File: src/rtl/rdm_h2c_write_engine_if.sv
`default_nettype none
// ============================================================================
//  Module      : rdm_h2c_write_engine_if
//  Description : H2C stream, DDR4 AXI4 write channel and status stream bundle.
//  Revision    : 1.0  initial release
// ============================================================================
interface rdm_h2c_write_engine_if #(
    parameter int ADDR_W = 48
);
    logic              user_lnk_up;
    logic [63:0]       s_axis_tdata;
    logic              s_axis_tvalid;
    logic              s_axis_tlast;
    logic              s_axis_tready;
    logic [ADDR_W-1:0] m_axi_awaddr;
    logic [7:0]        m_axi_awlen;
    logic [2:0]        m_axi_awsize;
    logic [1:0]        m_axi_awburst;
    logic              m_axi_awvalid;
    logic              m_axi_awready;
    logic [63:0]       m_axi_wdata;
    logic [7:0]        m_axi_wstrb;
    logic              m_axi_wlast;
    logic              m_axi_wvalid;
    logic              m_axi_wready;
    logic [1:0]        m_axi_bresp;
    logic              m_axi_bvalid;
    logic              m_axi_bready;
    logic [63:0]       m_axis_sts_tdata;
    logic              m_axis_sts_tvalid;
    logic              m_axis_sts_tlast;
    logic              m_axis_sts_tready;

    // Engine side
    modport master (
        input  user_lnk_up, s_axis_tdata, s_axis_tvalid, s_axis_tlast,
        output s_axis_tready,
        output m_axi_awaddr, m_axi_awlen, m_axi_awsize, m_axi_awburst, m_axi_awvalid,
        input  m_axi_awready,
        output m_axi_wdata, m_axi_wstrb, m_axi_wlast, m_axi_wvalid,
        input  m_axi_wready,
        input  m_axi_bresp, m_axi_bvalid,
        output m_axi_bready,
        output m_axis_sts_tdata, m_axis_sts_tvalid, m_axis_sts_tlast,
        input  m_axis_sts_tready
    );

    // Host / memory side
    modport slave (
        output user_lnk_up, s_axis_tdata, s_axis_tvalid, s_axis_tlast,
        input  s_axis_tready,
        input  m_axi_awaddr, m_axi_awlen, m_axi_awsize, m_axi_awburst, m_axi_awvalid,
        output m_axi_awready,
        input  m_axi_wdata, m_axi_wstrb, m_axi_wlast, m_axi_wvalid,
        output m_axi_wready,
        output m_axi_bresp, m_axi_bvalid,
        input  m_axi_bready,
        input  m_axis_sts_tdata, m_axis_sts_tvalid, m_axis_sts_tlast,
        output m_axis_sts_tready
    );
endinterface
`default_nettype wire

File: src/rtl/rdm_h2c_write_engine.sv
`default_nettype none
// ============================================================================
//  Module      : rdm_h2c_write_engine
//  Description : Turns host write commands into AXI4 INCR bursts, one status beat each.
//  Revision    : 1.0  initial release
// ============================================================================
module rdm_h2c_write_engine #(
    parameter int ADDR_W    = 48,
    parameter int MAX_BEATS = 256
) (
    input  wire logic              clk,
    input  wire logic              rst,
    rdm_h2c_write_engine_if.master bus
);
    localparam int         c_LEN_W         = $clog2(MAX_BEATS);
    localparam logic [7:0] c_OP_WRITE      = 8'h01;
    localparam logic [7:0] c_STS_TAG       = 8'h81;
    localparam logic [7:0] c_CODE_OK       = 8'h00;
    localparam logic [7:0] c_CODE_BAD_OP   = 8'h01;
    localparam logic [7:0] c_CODE_BAD_ADDR = 8'h02;
    localparam logic [7:0] c_CODE_LEN      = 8'h03;

    typedef enum logic [2:0] {
        S_IDLE    = 3'd0,
        S_AW      = 3'd1,
        S_DATA    = 3'd2,
        S_PAD     = 3'd3,
        S_DRAIN_B = 3'd4,
        S_DRAIN   = 3'd5,
        S_BRESP   = 3'd6,
        S_STS     = 3'd7
    } state_t;

    state_t              r_state, w_state_nxt;
    logic [ADDR_W-1:0]   r_addr, w_addr_nxt;
    logic [c_LEN_W-1:0]  r_len, w_len_nxt, r_cnt, w_cnt_nxt, w_hdr_len;
    logic [7:0]          r_code, w_code_nxt;
    logic [1:0]          r_bresp, w_bresp_nxt;
    logic [c_LEN_W:0]    w_hdr_beats;
    logic [12:0]         w_hdr_end;
    logic                w_hdr_bad_addr, w_at_last;
    logic                w_s_tready, w_awvalid, w_wvalid, w_wlast, w_bready, w_sts_tvalid;
    logic [63:0]         w_wdata;
    logic [7:0]          w_wstrb;

    // A burst may not cross a 4 KB page: check start offset plus byte count.
    assign w_hdr_len      = bus.s_axis_tdata[48 +: c_LEN_W];
    assign w_hdr_beats    = {1'b0, w_hdr_len} + (c_LEN_W+1)'(1);
    assign w_hdr_end      = 13'(bus.s_axis_tdata[11:0]) + 13'({w_hdr_beats, 3'b000});
    assign w_hdr_bad_addr = (bus.s_axis_tdata[2:0] != 3'b000) || (w_hdr_end > 13'd4096);
    assign w_at_last      = (r_cnt == r_len);

    always_comb begin
        w_state_nxt  = r_state;
        w_addr_nxt   = r_addr;
        w_len_nxt    = r_len;
        w_cnt_nxt    = r_cnt;
        w_code_nxt   = r_code;
        w_bresp_nxt  = r_bresp;
        w_s_tready   = 1'b0;
        w_awvalid    = 1'b0;
        w_wvalid     = 1'b0;
        w_wdata      = '0;
        w_wstrb      = '0;
        w_wlast      = 1'b0;
        w_bready     = 1'b0;
        w_sts_tvalid = 1'b0;
        unique case (r_state)
            S_IDLE: begin
                w_s_tready = bus.user_lnk_up & ~rst;
                if (w_s_tready && bus.s_axis_tvalid) begin
                    w_addr_nxt  = bus.s_axis_tdata[ADDR_W-1:0];
                    w_len_nxt   = w_hdr_len;
                    w_cnt_nxt   = '0;
                    w_bresp_nxt = 2'b00;
                    w_code_nxt  = c_CODE_OK;
                    if (bus.s_axis_tlast) begin
                        w_code_nxt  = c_CODE_LEN;
                        w_state_nxt = S_STS;
                    end else if (bus.s_axis_tdata[63:56] != c_OP_WRITE) begin
                        w_code_nxt  = c_CODE_BAD_OP;
                        w_state_nxt = S_DRAIN;
                    end else if (w_hdr_bad_addr) begin
                        w_code_nxt  = c_CODE_BAD_ADDR;
                        w_state_nxt = S_DRAIN;
                    end else begin
                        w_state_nxt = S_AW;
                    end
                end
            end
            S_AW: begin
                w_awvalid = 1'b1;
                if (bus.m_axi_awready) w_state_nxt = S_DATA;
            end
            S_DATA: begin
                w_s_tready = bus.m_axi_wready;
                w_wvalid   = bus.s_axis_tvalid;
                w_wdata    = bus.s_axis_tdata;
                w_wstrb    = 8'hFF;
                w_wlast    = w_at_last;
                if (bus.s_axis_tvalid && bus.m_axi_wready) begin
                    w_cnt_nxt = r_cnt + c_LEN_W'(1);
                    if (w_at_last) begin
                        if (bus.s_axis_tlast) begin
                            w_state_nxt = S_BRESP;
                        end else begin
                            w_code_nxt  = c_CODE_LEN;
                            w_state_nxt = S_DRAIN_B;
                        end
                    end else if (bus.s_axis_tlast) begin
                        w_code_nxt  = c_CODE_LEN;
                        w_state_nxt = S_PAD;
                    end
                end
            end
            S_PAD: begin
                // Short payload: finish the announced burst with masked beats.
                w_wvalid = 1'b1;
                w_wlast  = w_at_last;
                if (bus.m_axi_wready) begin
                    w_cnt_nxt = r_cnt + c_LEN_W'(1);
                    if (w_at_last) w_state_nxt = S_BRESP;
                end
            end
            S_DRAIN_B: begin
                w_s_tready = 1'b1;
                if (bus.s_axis_tvalid && bus.s_axis_tlast) w_state_nxt = S_BRESP;
            end
            S_DRAIN: begin
                w_s_tready = 1'b1;
                if (bus.s_axis_tvalid && bus.s_axis_tlast) w_state_nxt = S_STS;
            end
            S_BRESP: begin
                w_bready = 1'b1;
                if (bus.m_axi_bvalid) begin
                    w_bresp_nxt = bus.m_axi_bresp;
                    w_state_nxt = S_STS;
                end
            end
            S_STS: begin
                w_sts_tvalid = 1'b1;
                if (bus.m_axis_sts_tready) w_state_nxt = S_IDLE;
            end
            default: w_state_nxt = S_IDLE;
        endcase
    end

    always_ff @(posedge clk) begin
        if (rst) begin
            r_state <= S_IDLE;
            r_addr  <= '0;
            r_len   <= '0;
            r_cnt   <= '0;
            r_code  <= '0;
            r_bresp <= '0;
        end else begin
            r_state <= w_state_nxt;
            r_addr  <= w_addr_nxt;
            r_len   <= w_len_nxt;
            r_cnt   <= w_cnt_nxt;
            r_code  <= w_code_nxt;
            r_bresp <= w_bresp_nxt;
        end
    end

    assign bus.s_axis_tready     = w_s_tready;
    assign bus.m_axi_awaddr      = r_addr;
    assign bus.m_axi_awlen       = 8'(r_len);
    assign bus.m_axi_awsize      = 3'b011;
    assign bus.m_axi_awburst     = 2'b01;
    assign bus.m_axi_awvalid     = w_awvalid;
    assign bus.m_axi_wdata       = w_wdata;
    assign bus.m_axi_wstrb       = w_wstrb;
    assign bus.m_axi_wlast       = w_wlast;
    assign bus.m_axi_wvalid      = w_wvalid;
    assign bus.m_axi_bready      = w_bready;
    assign bus.m_axis_sts_tvalid = w_sts_tvalid;
    assign bus.m_axis_sts_tlast  = 1'b1;
    assign bus.m_axis_sts_tdata  = w_sts_tvalid ? {c_STS_TAG, 8'(r_len), r_code, r_bresp, 38'd0} : 64'd0;
endmodule
`default_nettype wire

File: src/flat_wrapper.sv
// flat-port wrapper written by rule: the top's interface ports become plain ports
module rdm_h2c_write_engine_flat 
#(
    parameter int ADDR_W    = 48,
    parameter int MAX_BEATS = 256
)
  (clk, rst, bus_user_lnk_up, bus_s_axis_tdata, bus_s_axis_tvalid, bus_s_axis_tlast, bus_s_axis_tready, bus_m_axi_awaddr, bus_m_axi_awlen, bus_m_axi_awsize, bus_m_axi_awburst, bus_m_axi_awvalid, bus_m_axi_awready, bus_m_axi_wdata, bus_m_axi_wstrb, bus_m_axi_wlast, bus_m_axi_wvalid, bus_m_axi_wready, bus_m_axi_bresp, bus_m_axi_bvalid, bus_m_axi_bready, bus_m_axis_sts_tdata, bus_m_axis_sts_tvalid, bus_m_axis_sts_tlast, bus_m_axis_sts_tready);
  rdm_h2c_write_engine_if #(.ADDR_W(ADDR_W)) bus_i ();
  input  wire logic clk;
  input  wire logic rst;
  input wire logic [$bits(bus_i.user_lnk_up)-1:0] bus_user_lnk_up;
  input wire logic [$bits(bus_i.s_axis_tdata)-1:0] bus_s_axis_tdata;
  input wire logic [$bits(bus_i.s_axis_tvalid)-1:0] bus_s_axis_tvalid;
  input wire logic [$bits(bus_i.s_axis_tlast)-1:0] bus_s_axis_tlast;
  output wire logic [$bits(bus_i.s_axis_tready)-1:0] bus_s_axis_tready;
  output wire logic [$bits(bus_i.m_axi_awaddr)-1:0] bus_m_axi_awaddr;
  output wire logic [$bits(bus_i.m_axi_awlen)-1:0] bus_m_axi_awlen;
  output wire logic [$bits(bus_i.m_axi_awsize)-1:0] bus_m_axi_awsize;
  output wire logic [$bits(bus_i.m_axi_awburst)-1:0] bus_m_axi_awburst;
  output wire logic [$bits(bus_i.m_axi_awvalid)-1:0] bus_m_axi_awvalid;
  input wire logic [$bits(bus_i.m_axi_awready)-1:0] bus_m_axi_awready;
  output wire logic [$bits(bus_i.m_axi_wdata)-1:0] bus_m_axi_wdata;
  output wire logic [$bits(bus_i.m_axi_wstrb)-1:0] bus_m_axi_wstrb;
  output wire logic [$bits(bus_i.m_axi_wlast)-1:0] bus_m_axi_wlast;
  output wire logic [$bits(bus_i.m_axi_wvalid)-1:0] bus_m_axi_wvalid;
  input wire logic [$bits(bus_i.m_axi_wready)-1:0] bus_m_axi_wready;
  input wire logic [$bits(bus_i.m_axi_bresp)-1:0] bus_m_axi_bresp;
  input wire logic [$bits(bus_i.m_axi_bvalid)-1:0] bus_m_axi_bvalid;
  output wire logic [$bits(bus_i.m_axi_bready)-1:0] bus_m_axi_bready;
  output wire logic [$bits(bus_i.m_axis_sts_tdata)-1:0] bus_m_axis_sts_tdata;
  output wire logic [$bits(bus_i.m_axis_sts_tvalid)-1:0] bus_m_axis_sts_tvalid;
  output wire logic [$bits(bus_i.m_axis_sts_tlast)-1:0] bus_m_axis_sts_tlast;
  input wire logic [$bits(bus_i.m_axis_sts_tready)-1:0] bus_m_axis_sts_tready;
  assign bus_i.user_lnk_up = bus_user_lnk_up;
  assign bus_i.s_axis_tdata = bus_s_axis_tdata;
  assign bus_i.s_axis_tvalid = bus_s_axis_tvalid;
  assign bus_i.s_axis_tlast = bus_s_axis_tlast;
  assign bus_s_axis_tready = bus_i.s_axis_tready;
  assign bus_m_axi_awaddr = bus_i.m_axi_awaddr;
  assign bus_m_axi_awlen = bus_i.m_axi_awlen;
  assign bus_m_axi_awsize = bus_i.m_axi_awsize;
  assign bus_m_axi_awburst = bus_i.m_axi_awburst;
  assign bus_m_axi_awvalid = bus_i.m_axi_awvalid;
  assign bus_i.m_axi_awready = bus_m_axi_awready;
  assign bus_m_axi_wdata = bus_i.m_axi_wdata;
  assign bus_m_axi_wstrb = bus_i.m_axi_wstrb;
  assign bus_m_axi_wlast = bus_i.m_axi_wlast;
  assign bus_m_axi_wvalid = bus_i.m_axi_wvalid;
  assign bus_i.m_axi_wready = bus_m_axi_wready;
  assign bus_i.m_axi_bresp = bus_m_axi_bresp;
  assign bus_i.m_axi_bvalid = bus_m_axi_bvalid;
  assign bus_m_axi_bready = bus_i.m_axi_bready;
  assign bus_m_axis_sts_tdata = bus_i.m_axis_sts_tdata;
  assign bus_m_axis_sts_tvalid = bus_i.m_axis_sts_tvalid;
  assign bus_m_axis_sts_tlast = bus_i.m_axis_sts_tlast;
  assign bus_i.m_axis_sts_tready = bus_m_axis_sts_tready;
  rdm_h2c_write_engine #(.ADDR_W(ADDR_W), .MAX_BEATS(MAX_BEATS)) u_core (.clk(clk), .rst(rst), .bus(bus_i));
endmodule
File: config.mk
export PLATFORM = sky130hd
export DESIGN_NAME = rdm_h2c_write_engine_flat
export DESIGN_NICKNAME = d
export VERILOG_FILES = /design/src/rtl/rdm_h2c_write_engine_if.sv /design/src/rtl/rdm_h2c_write_engine.sv /design/src/flat_wrapper.sv
export SDC_FILE = /design/constraint.sdc
export NUM_CORES = 1
export LEC_CHECK = 0
export BUFFER_PORTS_ARGS = -buffer_cell sky130_fd_sc_hd__clkbuf_2
export CORE_MARGIN = 3
export CORE_UTILIZATION = 30
export CTS_CLUSTER_DIAMETER = 200
export DETAILED_ROUTE_END_ITERATION = 8
export GPL_TIMING_DRIVEN = 0
export SYNTH_ARGS = -nofsm -noshare
export SYNTH_HDL_FRONTEND = slang
export SYNTH_SLANG_ARGS = --single-unit
File: constraint.sdc
create_clock -name clk -period 3.57 [get_ports clk]
set_clock_uncertainty 0.2 [all_clocks]
set_input_delay 1.071 -clock clk [delete_from_list [all_inputs] [get_ports clk]]
set_output_delay 1.071 -clock clk [all_outputs]
set_load 0.01 [all_outputs]
==> results.ini <==
[route]
drtAntennaViolNets=0
drc=0
routed_wl_um=16300
vias=4977
wl_per_cell_um=15.1
drt_first_pass_iters=5
viasPerCell=4.61
dr.first_iter.drc_count=278

[global_routing]
antenna_found_initial=0
gr-total-overflow=0
grt_max_degree=16
grt_pass1_wl_um=24400
grt_pass1_vias=4561
grt.total_usage_pct=18.7

[clocking]
root_buffer=clkbuf_16
clk_latency_ns=0.35
cts_tree=yes
hold_buffers=0
clk_pin_slew_ns=0.06
post_cts_buffers=0
numClockSinks=71
clock_path_buffers=2
cts_buffers=9
htreeDepth=3

[setup_path]
slowest_stage=or3b_4
arrival_ns=3.49
crit_family=compound AO/OA/AOI/OAI gates
critPathMaxFanout=5
cpPeakStageDelay_ns=0.42
crit_required_ns=3.61
r2r-start=u_core.r_state[0]
critPathLaunchType=primary input
cp-end-kind=register
critPathBufInv=1
startpoint=bus_s_axis_tdata[49]
crit_chain=clkbuf_2 > ha_4 > nand3_2 > xnor2_1 > ha_1 > a21oi_4 > o221ai_1 > or3b_4 > a2111oi_4 > a21oi_2 > o221a_1
critical_path_class=primary input to register

[yosys]
synth.distinct_cells=56
synth-edff-count=0
synthFlopType=dfxtp_1
seq_area_frac_synth_pct=31.5
syn_avg_cell_area_um2=7.45
syn_area_um2=4520
synthArstFlopShare_pct=0
yosys_warnings=0
synth_cells=606
ys_ff_latch=71

[worst_hold_path]
hold_class=register to register
holdCritStartpoint=u_core.bus.m_axi_awaddr[26]

[timing]
hold_slack_ns=0.252
fmax_ghz=0.289
finalHoldViolations=0
maxSlewHeadroom_pct=38.5
rsz0062_at_grt=yes
finalCritPeriodShare_pct=96.8
worst_pin_slew_ns=0.920
final-max-slew-violation-count=0
setup_viol_count_final=0
period_needed_ns=3.46

[cells_and_area]
final_common_cell=clkbuf_2
finish.utilization_pct=44.2
fin_nets=977
antenna_cells=0
areaGrowthSynthToFinish_pct=43.2
drive_above_1_share_pct=37.1
mostFrequentLayoutCells=225 x clkbuf_2, 127 x nand2_1, 71 x dfxtp_1

[die]
die_h_um=129
fp.coreArea_um2=14600
start_util_pct=30.8
dieArea_um2=16600
fp-row-count=44
die_x_um=129
num_io_pins=279

[flow_run]
max_cap_violations=0

[place]
dpl.hpwl_um=13000
place.gp.congestion=0.834
io_buffers=222

[power_and_ir_drop]
p_leak_nw=3.45
powerDensity_nw_per_um2=598
vdd.ir_drop.worst_mv=0.316

[run_status]
status=complete, no violations

==> cell usage after synthesis, types with 2 or more instances <==
cell type / number / area share (%)
or3b_2: 2 / 0.39
a21o_1: 3 / 0.50
nor2_1: 23 / 1.9
nor4_1: 5 / 0.69
and3b_1: 2 / 0.39
or3_1: 3 / 0.42
a22oi_1: 2 / 0.33
nand3_1: 11 / 1.2
a2111oi_2: 2 / 0.66
o2111ai_1: 2 / 0.39
nand2b_1: 2 / 0.28
clkbuf_1: 33 / 2.7
dfxtp_1: 71 / 31
buf_2: 6 / 0.66
o22ai_1: 2 / 0.28
a2111o_1: 2 / 0.50
and2_1: 13 / 1.8
xor2_1: 19 / 3.7
inv_1: 7 / 0.58
a21oi_1: 68 / 7.5
nand2_1: 128 / 11
xnor2_1: 4 / 0.78
buf_4: 65 / 11
nor4b_1: 2 / 0.39
nand4_1: 5 / 0.69
ha_1: 11 / 3.0
o211ai_1: 2 / 0.33
conb_1: 2 / 0.17
nor3_1: 10 / 1.1
nor3b_1: 2 / 0.33
a32oi_1: 3 / 0.58
mux2i_1: 3 / 0.66
and3_1: 68 / 9.4
==> power by group <==
group	total (W)	internal [W]	switching, W
Sequential	0.00103	0.000934	0.0000941
Clock	0.000907	0.000543	0.000365
Combinational	0.00193	0.000728	0.00120
==> per-layer routing <==
| layer | up-vias | global-route usage [%] | routed length (um) |
|---|---|---|---|
| met5 | - | 0 | 0 |
| met4 | 0 | 4.69 | 162 |
| met3 | 11 | 6.14 | 1430 |
| met2 | 198 | 31.5 | 8000 |
| met1 | 2235 | 23.1 | 6730 |
| li1 | 2533 | - | - |
==> what timing repair did <==
| item | 4_1_cts | 5_1_grt |
|---|---|---|
| endpoints found under the setup margin | 74 | 64 |
| resized for setup | 13 | 13 |
| pin swaps | 3 | 3 |
==> path summary, 6_finish.rpt <==
kind / endpoint / slack, ns / cells past startpoint
worst max-delay path: u_core.r_code[1] / 0.11 / 11
worst min register to register: u_core.bus.m_axi_awaddr[26] / 0.25 / 2
worst min-delay path: u_core.bus.m_axi_awaddr[26] / 0.25 / 2
worst max register to register: u_core.bus.m_axi_awlen[5] / 0.92 / 7
==> sequential cells by signal (all words and copies together), names as in the netlist <==
register,count
u_core.bus.m_axi_awlen,8
u_core.r_code,2
u_core.r_state,3
u_core.r_bresp,2
u_core.bus.m_axi_awaddr,48
u_core.r_cnt,8
==> per-stage QoR <==
stage	worst slack, ns	cells	area [um2]	power, W	TNS, ns
CTS	0.0284	1080	6400	0.00390	0
floorplan	0.0438	660	4730	0.00222	0
finish	0.113	1079	6470	0.00387	0
global placement	-0.419	1066	6080	0.00295	-0.776
detailed placement	-0.438	1066	6080	0.00296	-0.819
global route	-0.0321	1079	6470	0.00417	-0.106
==> cell type report <==
type	count	area, um2
repair buffers	222	1110
inverters	7	30.0
clock inverters	7	72.6
flip-flops and latches	71	1420
fillers	1605	8170
plain buffers	102	642
well taps	184	230
multi-input cells	477	2740
clock buffers	9	225
==> tightest hold or removal path, delay by kind of cell (launching register included) <==
family           cells  cell delay, ns
AO/OA/AOI/OAI        1            0.05
flip-flops           1            0.30
AND/OR/NAND/NOR      1            0.05
==> kinds of logic after synthesis <==
| family | count (synthesis) | synth area share, % |
|---|---|---|
| AO/OA/AOI/OAI | 102 | 14.3 |
| XOR/XNOR | 23 | 4.46 |
| adder cells (fa/ha/maj) | 12 | 3.49 |
| buffers and inverters | 112 | 14.9 |
| flip-flops | 71 | 31.5 |
| multiplexers | 3 | 0.665 |
| other | 2 | 0.166 |
| AND/OR/NAND/NOR | 281 | 30.6 |
No activity file was read; power rests on OpenSTA's default activity.
